[src/rtl/text_writer.sv]
// Terminal-style writer: consumes a byte stream, tracks a cursor and fills the
// character buffer, blanking the whole screen or the next row as needed.
module text_writer #(
    parameter int unsigned COLS       = 80,
    parameter int unsigned ROWS       = 30,
    parameter int unsigned ADDR_WIDTH = 12,
    parameter logic [7:0]  BLANK      = 8'h20
) (
    input  logic                  px_clk,
    input  logic                  resetn,
    input  logic                  char_valid,
    input  logic [7:0]            char_data,
    output logic                  char_ready,
    output logic                  wr_en,
    output logic [ADDR_WIDTH-1:0] wr_addr,
    output logic [7:0]            wr_data,
    output logic [6:0]            cursor_x,
    output logic [4:0]            cursor_y,
    output logic                  busy
);

    typedef enum logic [1:0] {
        StClearAll,
        StClearLine,
        StIdle
    } state_e;

    localparam logic [ADDR_WIDTH-1:0] LastAddr    = ADDR_WIDTH'(COLS * ROWS - 1);
    localparam logic [ADDR_WIDTH-1:0] RowStep     = ADDR_WIDTH'(COLS);
    localparam logic [ADDR_WIDTH-1:0] LastLineCnt = ADDR_WIDTH'(COLS - 1);
    localparam logic [6:0]            LastCol     = 7'(COLS - 1);
    localparam logic [4:0]            LastRow     = 5'(ROWS - 1);

    localparam logic [7:0] ChCr  = 8'h0D;
    localparam logic [7:0] ChLf  = 8'h0A;
    localparam logic [7:0] ChBs  = 8'h08;
    localparam logic [7:0] ChFf  = 8'h0C;
    localparam logic [7:0] ChDel = 8'h7F;

    state_e                state_q, state_d;
    logic [ADDR_WIDTH-1:0] cnt_q, cnt_d;
    logic [ADDR_WIDTH-1:0] base_q, base_d;
    logic [6:0]            x_q, x_d;
    logic [4:0]            y_q, y_d;
    logic                  wr_en_q, wr_en_d;
    logic [ADDR_WIDTH-1:0] wr_addr_q, wr_addr_d;
    logic [7:0]            wr_data_q, wr_data_d;

    logic                  handshake;
    logic                  printable;
    logic [4:0]            y_adv;
    logic [ADDR_WIDTH-1:0] base_adv;

    assign handshake = char_valid && (state_q == StIdle);
    assign printable = (char_data >= 8'h20) && (char_data != ChDel);

    // Row base tracks y*COLS incrementally so no multiplier is needed.
    always_comb begin
        if (y_q == LastRow) begin
            y_adv    = '0;
            base_adv = '0;
        end else begin
            y_adv    = y_q + 5'd1;
            base_adv = base_q + RowStep;
        end
    end

    always_comb begin
        state_d   = state_q;
        cnt_d     = cnt_q;
        base_d    = base_q;
        x_d       = x_q;
        y_d       = y_q;
        wr_en_d   = 1'b0;
        wr_addr_d = wr_addr_q;
        wr_data_d = wr_data_q;

        unique case (state_q)
            StClearAll: begin
                wr_en_d   = 1'b1;
                wr_addr_d = cnt_q;
                wr_data_d = BLANK;
                if (cnt_q == LastAddr) begin
                    state_d = StIdle;
                    cnt_d   = '0;
                    x_d     = '0;
                    y_d     = '0;
                    base_d  = '0;
                end else begin
                    cnt_d = cnt_q + 1'b1;
                end
            end

            StClearLine: begin
                wr_en_d   = 1'b1;
                wr_addr_d = base_q + cnt_q;
                wr_data_d = BLANK;
                if (cnt_q == LastLineCnt) begin
                    state_d = StIdle;
                    cnt_d   = '0;
                end else begin
                    cnt_d = cnt_q + 1'b1;
                end
            end

            StIdle: begin
                cnt_d = '0;
                if (handshake) begin
                    if (printable) begin
                        wr_en_d   = 1'b1;
                        wr_addr_d = base_q + ADDR_WIDTH'(x_q);
                        wr_data_d = char_data;
                        if (x_q == LastCol) begin
                            x_d     = '0;
                            y_d     = y_adv;
                            base_d  = base_adv;
                            state_d = StClearLine;
                        end else begin
                            x_d = x_q + 7'd1;
                        end
                    end else begin
                        case (char_data)
                            ChCr: x_d = '0;
                            ChLf: begin
                                x_d     = '0;
                                y_d     = y_adv;
                                base_d  = base_adv;
                                state_d = StClearLine;
                            end
                            ChBs: begin
                                if (x_q != '0) begin
                                    x_d = x_q - 7'd1;
                                end
                            end
                            ChFf:    state_d = StClearAll;
                            default: ;
                        endcase
                    end
                end
            end

            default: begin
                state_d = StClearAll;
                cnt_d   = '0;
            end
        endcase
    end

    always_ff @(posedge px_clk or negedge resetn) begin
        if (!resetn) begin
            state_q   <= StClearAll;
            cnt_q     <= '0;
            base_q    <= '0;
            x_q       <= '0;
            y_q       <= '0;
            wr_en_q   <= 1'b0;
            wr_addr_q <= '0;
            wr_data_q <= '0;
        end else begin
            state_q   <= state_d;
            cnt_q     <= cnt_d;
            base_q    <= base_d;
            x_q       <= x_d;
            y_q       <= y_d;
            wr_en_q   <= wr_en_d;
            wr_addr_q <= wr_addr_d;
            wr_data_q <= wr_data_d;
        end
    end

    assign char_ready = (state_q == StIdle);
    assign busy       = (state_q != StIdle);
    assign wr_en      = wr_en_q;
    assign wr_addr    = wr_addr_q;
    assign wr_data    = wr_data_q;
    assign cursor_x   = x_q;
    assign cursor_y   = y_q;

endmodule

[config.mk]
export PLATFORM = sky130hd
export DESIGN_NAME = text_writer
export DESIGN_NICKNAME = d
export VERILOG_FILES = /design/src/rtl/text_writer.sv
export SDC_FILE = /design/constraint.sdc
export NUM_CORES = 1
export LEC_CHECK = 0
export CAP_MARGIN = 20
export CORE_MARGIN = 2
export CORE_UTILIZATION = 39
export DETAILED_ROUTE_END_ITERATION = 8
export PLACE_DENSITY = 0.63
export RECOVER_POWER = 25
export SLEW_MARGIN = 0
export SYNTH_ARGS = -nofsm -noshare
export SYNTH_HDL_FRONTEND = slang
export SYNTH_SLANG_ARGS = --single-unit
[constraint.sdc]
create_clock -name px_clk -period 4 [get_ports px_clk]
set_clock_uncertainty 0.15 [all_clocks]
set_input_delay 0.8 -clock px_clk [delete_from_list [all_inputs] [get_ports px_clk]]
set_output_delay 0.8 -clock px_clk [all_outputs]
set_load 0.005 [all_outputs]
==> impl_metrics.env, run 1 <==
export IMPL_outcome="finished, violations left"
export IMPL_violations="capacitance limit, slew limit"
export IMPL_track_usage_pct=19.5
export IMPL_max_stage_delay_ns=0.46
export IMPL_start_util_pct=40.1
export IMPL_wire_per_inst_um=16.7
export IMPL_post_dp_hpwl_um=6930
export IMPL_p_total_mw=2.49
export IMPL_dpl_cell_count=570
export IMPL_layout_min_cycle_time_ns=3.16
export IMPL_antenna_found_initial=0
export IMPL_overflow=0
export IMPL_worstMarginPinSlew_ns=1.97
export IMPL_finalSetupTns_ns=0
export IMPL_end_kind="register"
export IMPL_fin_util_pct=47.4
export IMPL_synth_area_leaders="dfrtp_1, ha_1, nand2_1"
export IMPL_fmax_mhz=316
export IMPL_async_reset_ff_share_pct=100
export IMPL_ir_drop_v=0.000182
export IMPL_synth_ff_type="dfrtp_1"
export IMPL_clkSlewWorstSetupHoldPaths_ns=0.10
export IMPL_crit_path_max_fanout=9
export IMPL_finalWirelength_um=9630
export IMPL_io_buffer_count=45
export IMPL_maxCapViolCount=1
export IMPL_yosysWarnings=0
export IMPL_cts_buffer_depth=2
export IMPL_synthMuxAreaShare_pct=5.34
export IMPL_critical_path_arrival_ns=3.23
export IMPL_num_vias=3285
export IMPL_io_pins=46
export IMPL_drive_gt1_share_pct=8.02
export IMPL_grt_setup_unrepaired="false"
export IMPL_cts_tree="done"
export IMPL_fp_dieH_um=101
export IMPL_die_w_um=101
export IMPL_mostFrequentLayoutCell="dfrtp_1"
export IMPL_yosysTopAreaCell="dfrtp_1"
export IMPL_slew_headroom_pct=-31.4
export IMPL_core_area_mm2=0.00924
export IMPL_setup_viol=0
export IMPL_num_nets_final=480
export IMPL_cp_common_cell="or3_4"
export IMPL_cts_buffers=5
export IMPL_drt_pre_antenna_iters=4
export IMPL_post_cts_buffers=0
export IMPL_viasPerCell=5.68
export IMPL_synthCells=407
export IMPL_layout_common_cells="dfrtp_1, clkdlybuf4s50_1, nand2_1"
export IMPL_slew_violations=35
export IMPL_gp_congestion=0.887
export IMPL_cp_slowest_cell="clkdlybuf4s50_1"
export IMPL_worstSetupPathType="in2reg"
export IMPL_num_fill_cells=882
export IMPL_ant_nets=0
export IMPL_htree_levels=2
export IMPL_grt_pass1_wl_um=15900
export IMPL_synth_top_cell_area_share_pct=37.1
export IMPL_ctsHoldBuffers=0
export IMPL_synth_xor_area_share_pct=3.78
export IMPL_hold_viol=0
export IMPL_crit_path_start_kind="primary input"
export IMPL_synth_distinct_cells=63
export IMPL_syn_avg_cell_area_um2=9.10
export IMPL_rows=35
export IMPL_yosysSeqAreaShare_pct=37.1
export IMPL_drtIter0Drc=183
export IMPL_die_area_mm2=0.0103
export IMPL_layout_worst_path_cycle_share_pct=79.1
export IMPL_synth_simple_area_share_pct=22.4
export IMPL_synth_edf_count=0
export IMPL_cts_resized_gates=0
export IMPL_cts_root_buffer="clkbuf_8"
export IMPL_ys_ff_latch=55
export IMPL_hold_path_class="reg2reg"
export IMPL_finalNonFillerCells=578
export IMPL_syn_area_mm2=0.00370
export IMPL_antenna_cells=0
export IMPL_synth_fa_ha_area_share_pct=7.09
export IMPL_synth_compound_area_share_pct=20.4
export IMPL_synth_top_family_by_area="simple AND/OR/NAND/NOR gates"
export IMPL_crit_chain="clkdlybuf4s50_1, or3_4, or3_4, o311a_1, nor3_4, mux2_1"
export IMPL_drc=0
export IMPL_grt_pass1_vias=3211
export IMPL_cp_required_ns=4.06
export IMPL_syn_nets=439
export IMPL_grt_max_degree=35
export IMPL_p_leak_nw=1.90
export IMPL_clock_latency_ns=0.33
export IMPL_cts_sinks=55
export IMPL_p_per_area_mw_per_mm2=568
export IMPL_synthToLayoutAreaGrowth_pct=18.2
## per-stage QoR
stage	worst slack (ns)	hold slack [ns]	instance area [um2]
after global placement	0.565	0.314	4290
after floorplan	1.08	0.321	3700
after detailed placement	0.505	0.319	4290
final	0.836	0.339	4380
after global routing	0.415	0.376	4380
after CTS	0.826	0.345	4380
## cells in the mapped netlist (11+ instances only)
master    instances
nand3_1          18
nor2_1           28
ha_1             21
clkbuf_1         14
o31ai_1          19
inv_1            15
nand2_1          42
mux2i_1          13
dfrtp_1          55
nand4_1          11
a21oi_1          13
o21ai_0          23
## area by class of cell
cell class	count	area [um2]	area share, %
multi-input combinational	317	2190	50.0
timing repair buffer	53	500	11.4
clock inverter	3	23.8	0.543
sequential	55	1380	31.4
clock buffer	5	68.8	1.57
tap	129	161	3.69
inverter	16	60.1	1.37
## layer usage
layer / wire length, um / GRT usage (%) / vias up
met2: 4560 / 32.7 / 90
met5: 0 / 0 / -
met4: 129 / 5.20 / 0
met1: 4480 / 26.4 / 1597
met3: 456 / 2.62 / 9
li1: - / - / 1589
## cells by family after synthesis
logic type,after synthesis
buffers and inverters,35
XOR/XNOR,16
adder cells (fa/ha/maj),21
multiplexers,19
other,1
flip-flops,55
AND/OR/NAND/NOR,157
AO/OA/AOI/OAI,103
## worst max-delay path, delay by kind of cell
family	cells	cell delay (ns)
AND/OR/NAND/NOR	3	1.15
multiplexers	1	0.35
buffers and inverters	1	0.46
AO/OA/AOI/OAI	1	0.46
## report_power, final
group	internal (mW)	switching, mW	leakage, nW
Combinational	0.566	0.751	1.11
Sequential	0.695	0.143	0.739
Clock	0.127	0.208	0.0461
Total	1.39	1.10	1.90
## worst paths after layout
path | cells after the start | to | slack (ns) | from
hold / removal | 2 | wr_addr[5]$_DFFE_PN0P_ | 0.34 | wr_addr[5]$_DFFE_PN0P_
setup / recovery | 6 | cursor_y[1]$_DFFE_PN0P_ | 0.84 | char_data[5]
max in group asynchronous | 2 | cnt_q[1]$_DFF_PN0_ | 0.89 | resetn
min in group asynchronous | 1 | cursor_x[2]$_DFFE_PN0P_ | 0.85 | resetn
setup reg to reg | 9 | wr_addr[10]$_DFFE_PN0P_ | 0.85 | state_q[0]$_DFFE_PN0P_
hold reg to reg | 2 | wr_addr[5]$_DFFE_PN0P_ | 0.34 | wr_addr[5]$_DFFE_PN0P_
## sequential cells by signal, indices dropped and copies added (netlist names)
signal and cells:
base_q 8, cnt_q 12, cursor_x 7, cursor_y 5
state_q 2, wr_addr 12, wr_data 8, wr_en 1
Power figures use the tool's default switching activity.
==> inputs of run 2 (changes only) <==
--- a/config.mk
+++ b/config.mk
@@ -9,7 +9,7 @@
 export CORE_MARGIN = 2
 export CORE_UTILIZATION = 39
 export DETAILED_ROUTE_END_ITERATION = 8
-export PLACE_DENSITY = 0.63
+export PLACE_DENSITY = 0.66
 export RECOVER_POWER = 25
 export SLEW_MARGIN = 0
 export SYNTH_ARGS = -nofsm -noshare
==> constraint.sdc (replaced) <==
create_clock -name px_clk -period 2.55 [get_ports px_clk]
set_clock_uncertainty 0.15 [all_clocks]
set_input_delay 0.51 -clock px_clk [delete_from_list [all_inputs] [get_ports px_clk]]
set_output_delay 0.51 -clock px_clk [all_outputs]
set_load 0.005 [all_outputs]
==> run 2 against run 1 <==
  * The flow now finishes without violations
  * First-iteration DRC count is 25% higher
  * Highest routed layer unchanged
  * Sequential cell count unchanged
  * Clock power grew 55%
  * Count of clock-buffer cells in the layout stayed put
  * Power rose by 81%
  * Utilization is 7.6 points higher
  * Critical path type is now reg2out
  * Global-route usage grew 1.4 points
==> impl_metrics.env, run 2 (synthesized netlist as in run 1, its figures left out) <==
export IMPL_num_fill_cells=818
export IMPL_rows=35
export IMPL_cts_tree="done"
export IMPL_cts_buffer_depth=2
export IMPL_ctsHoldBuffers=0
export IMPL_antenna_cells=0
export IMPL_maxUsedRoutingLayer="met4"
export IMPL_hold_viol=0
export IMPL_worstMarginPinSlew_ns=1.14
export IMPL_cp_required_ns=1.89
export IMPL_grt_pass1_wl_um=17000
export IMPL_grt_setup_unrepaired="true"
export IMPL_viasPerCell=5.59
export IMPL_place_ws_ns=-0.471
export IMPL_io_buffer_count=45
export IMPL_p_leak_nw=2.30
export IMPL_fin_util_pct=55.0
export IMPL_core_area_mm2=0.00924
export IMPL_fin_hold_ws_ns=0.228
export IMPL_multi_input_area_mm2=0.00238
export IMPL_maxCapViolCount=0
export IMPL_layout_worst_path_cycle_share_pct=97.4
export IMPL_wl_met1_um=4870
export IMPL_layout_min_cycle_time_ns=2.48
export IMPL_finalNonFillerCells=642
export IMPL_track_usage_pct=20.8
export IMPL_cts_root_buffer="clkbuf_8"
export IMPL_crit_path_start_kind="register"
export IMPL_critical_path_arrival_ns=1.82
export IMPL_gp_congestion=0.875
export IMPL_start_util_pct=40.1
export IMPL_cts_sinks=55
export IMPL_fmax_mhz=403
export IMPL_clock_latency_ns=0.32
export IMPL_htree_levels=2
export IMPL_wire_per_inst_um=16.3
export IMPL_worstSetupPathType="reg2out"
export IMPL_hold_path_class="in2async"
export IMPL_placed_area_mm2=0.00478
export IMPL_num_nets_final=544
export IMPL_die_area_mm2=0.0103
export IMPL_post_dp_hpwl_um=7740
export IMPL_finalWirelength_um=10500
export IMPL_dpl_cell_count=631
export IMPL_overflow=0
export IMPL_ant_nets=0
export IMPL_wl_met3_um=440
export IMPL_grt_max_degree=36
export IMPL_drtIter0Drc=228
export IMPL_crit_path_max_fanout=19
export IMPL_regArea_mm2=0.00138
export IMPL_outcome="completed"
export IMPL_antenna_found_initial=0
export IMPL_layout_common_cells="buf_4, dfrtp_1, nand2_1"
export IMPL_drt_pre_antenna_iters=5
export IMPL_fin_ws_ns=0.0661
export IMPL_die_w_um=101
export IMPL_clkSlewWorstSetupHoldPaths_ns=0.11
export IMPL_cts_buffers=5
export IMPL_p_total_mw=4.52
export IMPL_finalSetupTns_ns=0
export IMPL_setup_viol=0
export IMPL_drc=0
export IMPL_grt_pass1_vias=3336
export IMPL_drive_gt1_share_pct=23.4
export IMPL_fp_dieH_um=101
export IMPL_end_kind="output pin"
export IMPL_slew_violations=0
export IMPL_design_area_mm2=0.00508
export IMPL_wl_met2_um=5050
export IMPL_io_pins=46
export IMPL_p_per_area_mw_per_mm2=889
export IMPL_slew_headroom_pct=23.7
export IMPL_mostFrequentLayoutCell="buf_4"
export IMPL_num_vias=3588
export IMPL_ir_drop_v=0.000384
export IMPL_synthToLayoutAreaGrowth_pct=37.1
==> run 2: area by class of cell <==
type	instances	area share, %
clock buffers	5	1.35
clock inverters	3	0.369
inverters	16	1.18
multi-input cells	318	46.8
flip-flops and latches	55	27.1
well taps	129	3.18
repair buffers	116	20.0
==> run 2: what timing repair did <==
action | 4_1_cts | 5_1_grt
endpoints found under the setup margin | 19 | 27
pin swaps | 0 | 8
gates resized for setup | 17 | 24
cloned | 0 | 1
hold endpoints to repair | 0 | 0
buffers inserted | 0 | 2
==> run 2: power by group <==
group	internal (mW)	switching [mW]	total, mW
clock	0.195	0.323	0.518
combinational	1.31	1.42	2.73
sequential	1.09	0.182	1.27
==> run 2: critical path, cell delays in order, from the launching register on <==
cell,delay [ns]
dfrtp_1,0.41
inv_2,0.09
buf_4,0.13
ha_4,0.19
buf_12,0.17
clkdlybuf4s50_1,0.52
==> run 2: worst paths after layout <==
| kind | from | to | slack, ns | depth (start not counted) |
|---|---|---|---|---|
| min in group px_clk | wr_data[6]$_DFFE_PN0P_ | wr_data[6]$_DFFE_PN0P_ | 0.34 | 2 |
| min reg2reg | wr_data[6]$_DFFE_PN0P_ | wr_data[6]$_DFFE_PN0P_ | 0.34 | 2 |
| max reg2reg | state_q[0]$_DFFE_PN0P_ | wr_addr[10]$_DFFE_PN0P_ | 0.09 | 10 |
| max | state_q[0]$_DFFE_PN0P_ | char_ready | 0.07 | 5 |
| min | resetn | wr_addr[1]$_DFFE_PN0P_ | 0.23 | 1 |
| max in group asynchronous | resetn | base_q[8]$_DFFE_PN0P_ | 0.50 | 2 |
==> run 2: routing by layer <==
layer  track usage [%]  up-vias
met5                 0        -
met4              4.57        0
met3              2.76        9
met2              34.4      110
met1              29.3     1740
li1                  -     1729
==> inputs of run 3 (changes only) <==
--- a/config.mk
+++ b/config.mk
@@ -6,10 +6,10 @@
 export NUM_CORES = 1
 export LEC_CHECK = 0
 export CAP_MARGIN = 20
-export CORE_MARGIN = 2
-export CORE_UTILIZATION = 39
+export CORE_MARGIN = 4
+export CORE_UTILIZATION = 50
 export DETAILED_ROUTE_END_ITERATION = 8
-export PLACE_DENSITY = 0.66
+export PLACE_DENSITY = 0.8
 export RECOVER_POWER = 25
 export SLEW_MARGIN = 0
 export SYNTH_ARGS = -nofsm -noshare
==> run 3 against run 2 <==
  * Largest power group unchanged
  * Fmax down 2.6%
  * Global-route usage up 5.2 points
  * Largest cell class unchanged
  * Final cell count down 4.8%
  * Combinational power up 2%
  * Worst setup slack worse by 0.067 ns
  * The run now ends with setup timing left
  * Register-to-register slack worse by 0.02 ns
  * Critical endpoint unchanged
  * Die area down 14%
  * Utilization up 14 points
==> impl_metrics.env, run 3 (synthesized netlist as in run 1, its figures left out) <==
export IMPL_outcome="finished, violations left"
export IMPL_violations="setup timing"
export IMPL_crit_path_max_fanout=19
export IMPL_end_kind="output pin"
export IMPL_fmax_mhz=392
export IMPL_setup_viol=1
export IMPL_cts_root_buffer="clkbuf_8"
export IMPL_place_ws_ns=-0.482
export IMPL_num_fill_cells=529
export IMPL_die_area_mm2=0.00885
export IMPL_gp_congestion=0.906
export IMPL_io_buffer_count=45
export IMPL_num_nets_final=543
export IMPL_mostFrequentLayoutCell="buf_4"
export IMPL_multi_input_area_mm2=0.00235
export IMPL_finalWirelength_um=11200
export IMPL_rows=31
export IMPL_cp_required_ns=1.89
export IMPL_p_comb_share_pct=60.9
export IMPL_cts_buffer_depth=2
export IMPL_hold_viol=0
export IMPL_p_per_area_mw_per_mm2=917
export IMPL_grt_setup_unrepaired="true"
export IMPL_fin_ws_ns=-0.000947
export IMPL_grt_max_degree=37
export IMPL_die_w_um=94.1
export IMPL_viasPerCell=6.11
export IMPL_grt_pass1_wl_um=18100
export IMPL_layout_worst_path_cycle_share_pct=100
export IMPL_layout_common_cells="buf_4, dfrtp_1, clkdlybuf4s50_1"
export IMPL_hold_path_class="reg2reg"
export IMPL_drive_gt1_share_pct=22.9
export IMPL_maxCapViolCount=0
export IMPL_post_dp_hpwl_um=7810
export IMPL_track_usage_pct=26.1
export IMPL_p_clk_share_pct=11.3
export IMPL_htree_levels=2
export IMPL_regArea_mm2=0.00138
export IMPL_num_vias=3736
export IMPL_fp_dieH_um=94.1
export IMPL_worstMarginPinSlew_ns=1.09
export IMPL_drtIter0Drc=225
export IMPL_placed_area_mm2=0.00472
export IMPL_antenna_found_initial=0
export IMPL_slew_violations=0
export IMPL_io_pins=46
export IMPL_crit_path_start_kind="register"
export IMPL_p_leak_nw=2.26
export IMPL_ant_nets=0
export IMPL_cts_buffers=5
export IMPL_drc=0
export IMPL_grt_pass1_vias=3695
export IMPL_antenna_cells=0
export IMPL_wire_per_inst_um=18.3
export IMPL_slew_headroom_pct=27.2
export IMPL_overflow=0
export IMPL_worstSetupPathType="reg2out"
export IMPL_clkSlewWorstSetupHoldPaths_ns=0.11
export IMPL_critical_path_arrival_ns=1.89
export IMPL_synthToLayoutAreaGrowth_pct=34.9
export IMPL_cts_tree="done"
export IMPL_cts_sinks=55
export IMPL_layout_min_cycle_time_ns=2.55
export IMPL_p_sw_mw=2.00
export IMPL_drt_pre_antenna_iters=5
export IMPL_p_int_mw=2.59
export IMPL_swShare_pct=43.5
export IMPL_ir_drop_v=0.000326
export IMPL_sequentialPowerShare_pct=27.8
export IMPL_start_util_pct=51.4
export IMPL_design_area_mm2=0.00500
export IMPL_clock_latency_ns=0.33
export IMPL_core_area_mm2=0.00721
-- run 3: cell types whose count changed in the layout (fill, tap and decap cells not counted), sizes merged --
cell           delta
buf               -2
dlymetal6s2s      -2
clkdlybuf4s50     +1
dlygate4sd2       +1
dlygate4sd3       +1
-- run 3: worst paths after layout --
kind	startpoint	end	slack [ns]	cells after the start
min in group asynchronous	resetn	cnt_q[1]$_DFF_PN0_	0.74	2
worst max register to register	state_q[0]$_DFFE_PN0P_	state_q[0]$_DFFE_PN0P_	0.07	9
max in group asynchronous	resetn	base_q[11]$_DFFE_PN0P_	0.31	3
worst min-delay path	wr_addr[3]$_DFFE_PN0P_	wr_addr[3]$_DFFE_PN0P_	0.34	2
worst max-delay path	state_q[0]$_DFFE_PN0P_	char_ready	-0.0009	5
worst min register to register	wr_addr[3]$_DFFE_PN0P_	wr_addr[3]$_DFFE_PN0P_	0.34	2
-- run 3: layout make-up --
class                      count  area share, %
multi-input combinational    318           47.1
timing repair buffer         115           19.9
clock inverter                 3          0.451
inverter                      16           1.20
clock buffer                   5           1.38
sequential                    55           27.5
tap                           99           2.48
-- run 3: power by group through the flow --
stage	Sequential, mW	Combinational [mW]	Clock, mW
final	1.27	2.79	0.519
after global routing	1.31	3.00	0.558
after CTS	1.27	2.66	0.521
after detailed placement	1.28	2.54	0
after global placement	1.27	2.44	0
after floorplan	1.28	1.38	0
-- run 3: critical path: stages, from the launching register on --
cell             delay, ns
dfrtp_1               0.41
inv_2                 0.09
buf_4                 0.13
ha_4                  0.19
buf_8                 0.19
clkdlybuf4s50_1       0.54
-- run 3: repair_timing --
item                       in CTS  in global routing
hold buffers                    1                  0
setup buffers                   0                  3
setup endpoints to repair      23                 19
gates cloned                    1                  0
resized for setup              20                 14
hold endpoints to repair       19                  0
pin swaps                       0                 10
-- run 3: per-stage QoR --
step / util [%] / setup TNS, ns / power, mW / hold WS (ns) / cells
global route: 69.3 / -0.190 / 4.87 / 0.374 / 611
finish: 69.3 / -0.000947 / 4.58 / 0.336 / 611
floorplan: - / 0 / 2.66 / 0.0644 / 407
detailed placement: 65.4 / -9.53 / 3.82 / 0.319 / 598
CTS: 68.3 / 0 / 4.45 / 0.345 / 608
global placement: 65.4 / -7.63 / 3.71 / 0.312 / 598
-- run 3: routing by layer --
metal  global-route usage (%)  up-vias  share of wire (%)
met4                     11.2        0                3.8
met3                     4.41       41                6.4
li1                         -     1724                  -
met2                     44.3      174                 50
met1                     32.5     1797                 40
met5                        0        -                  0
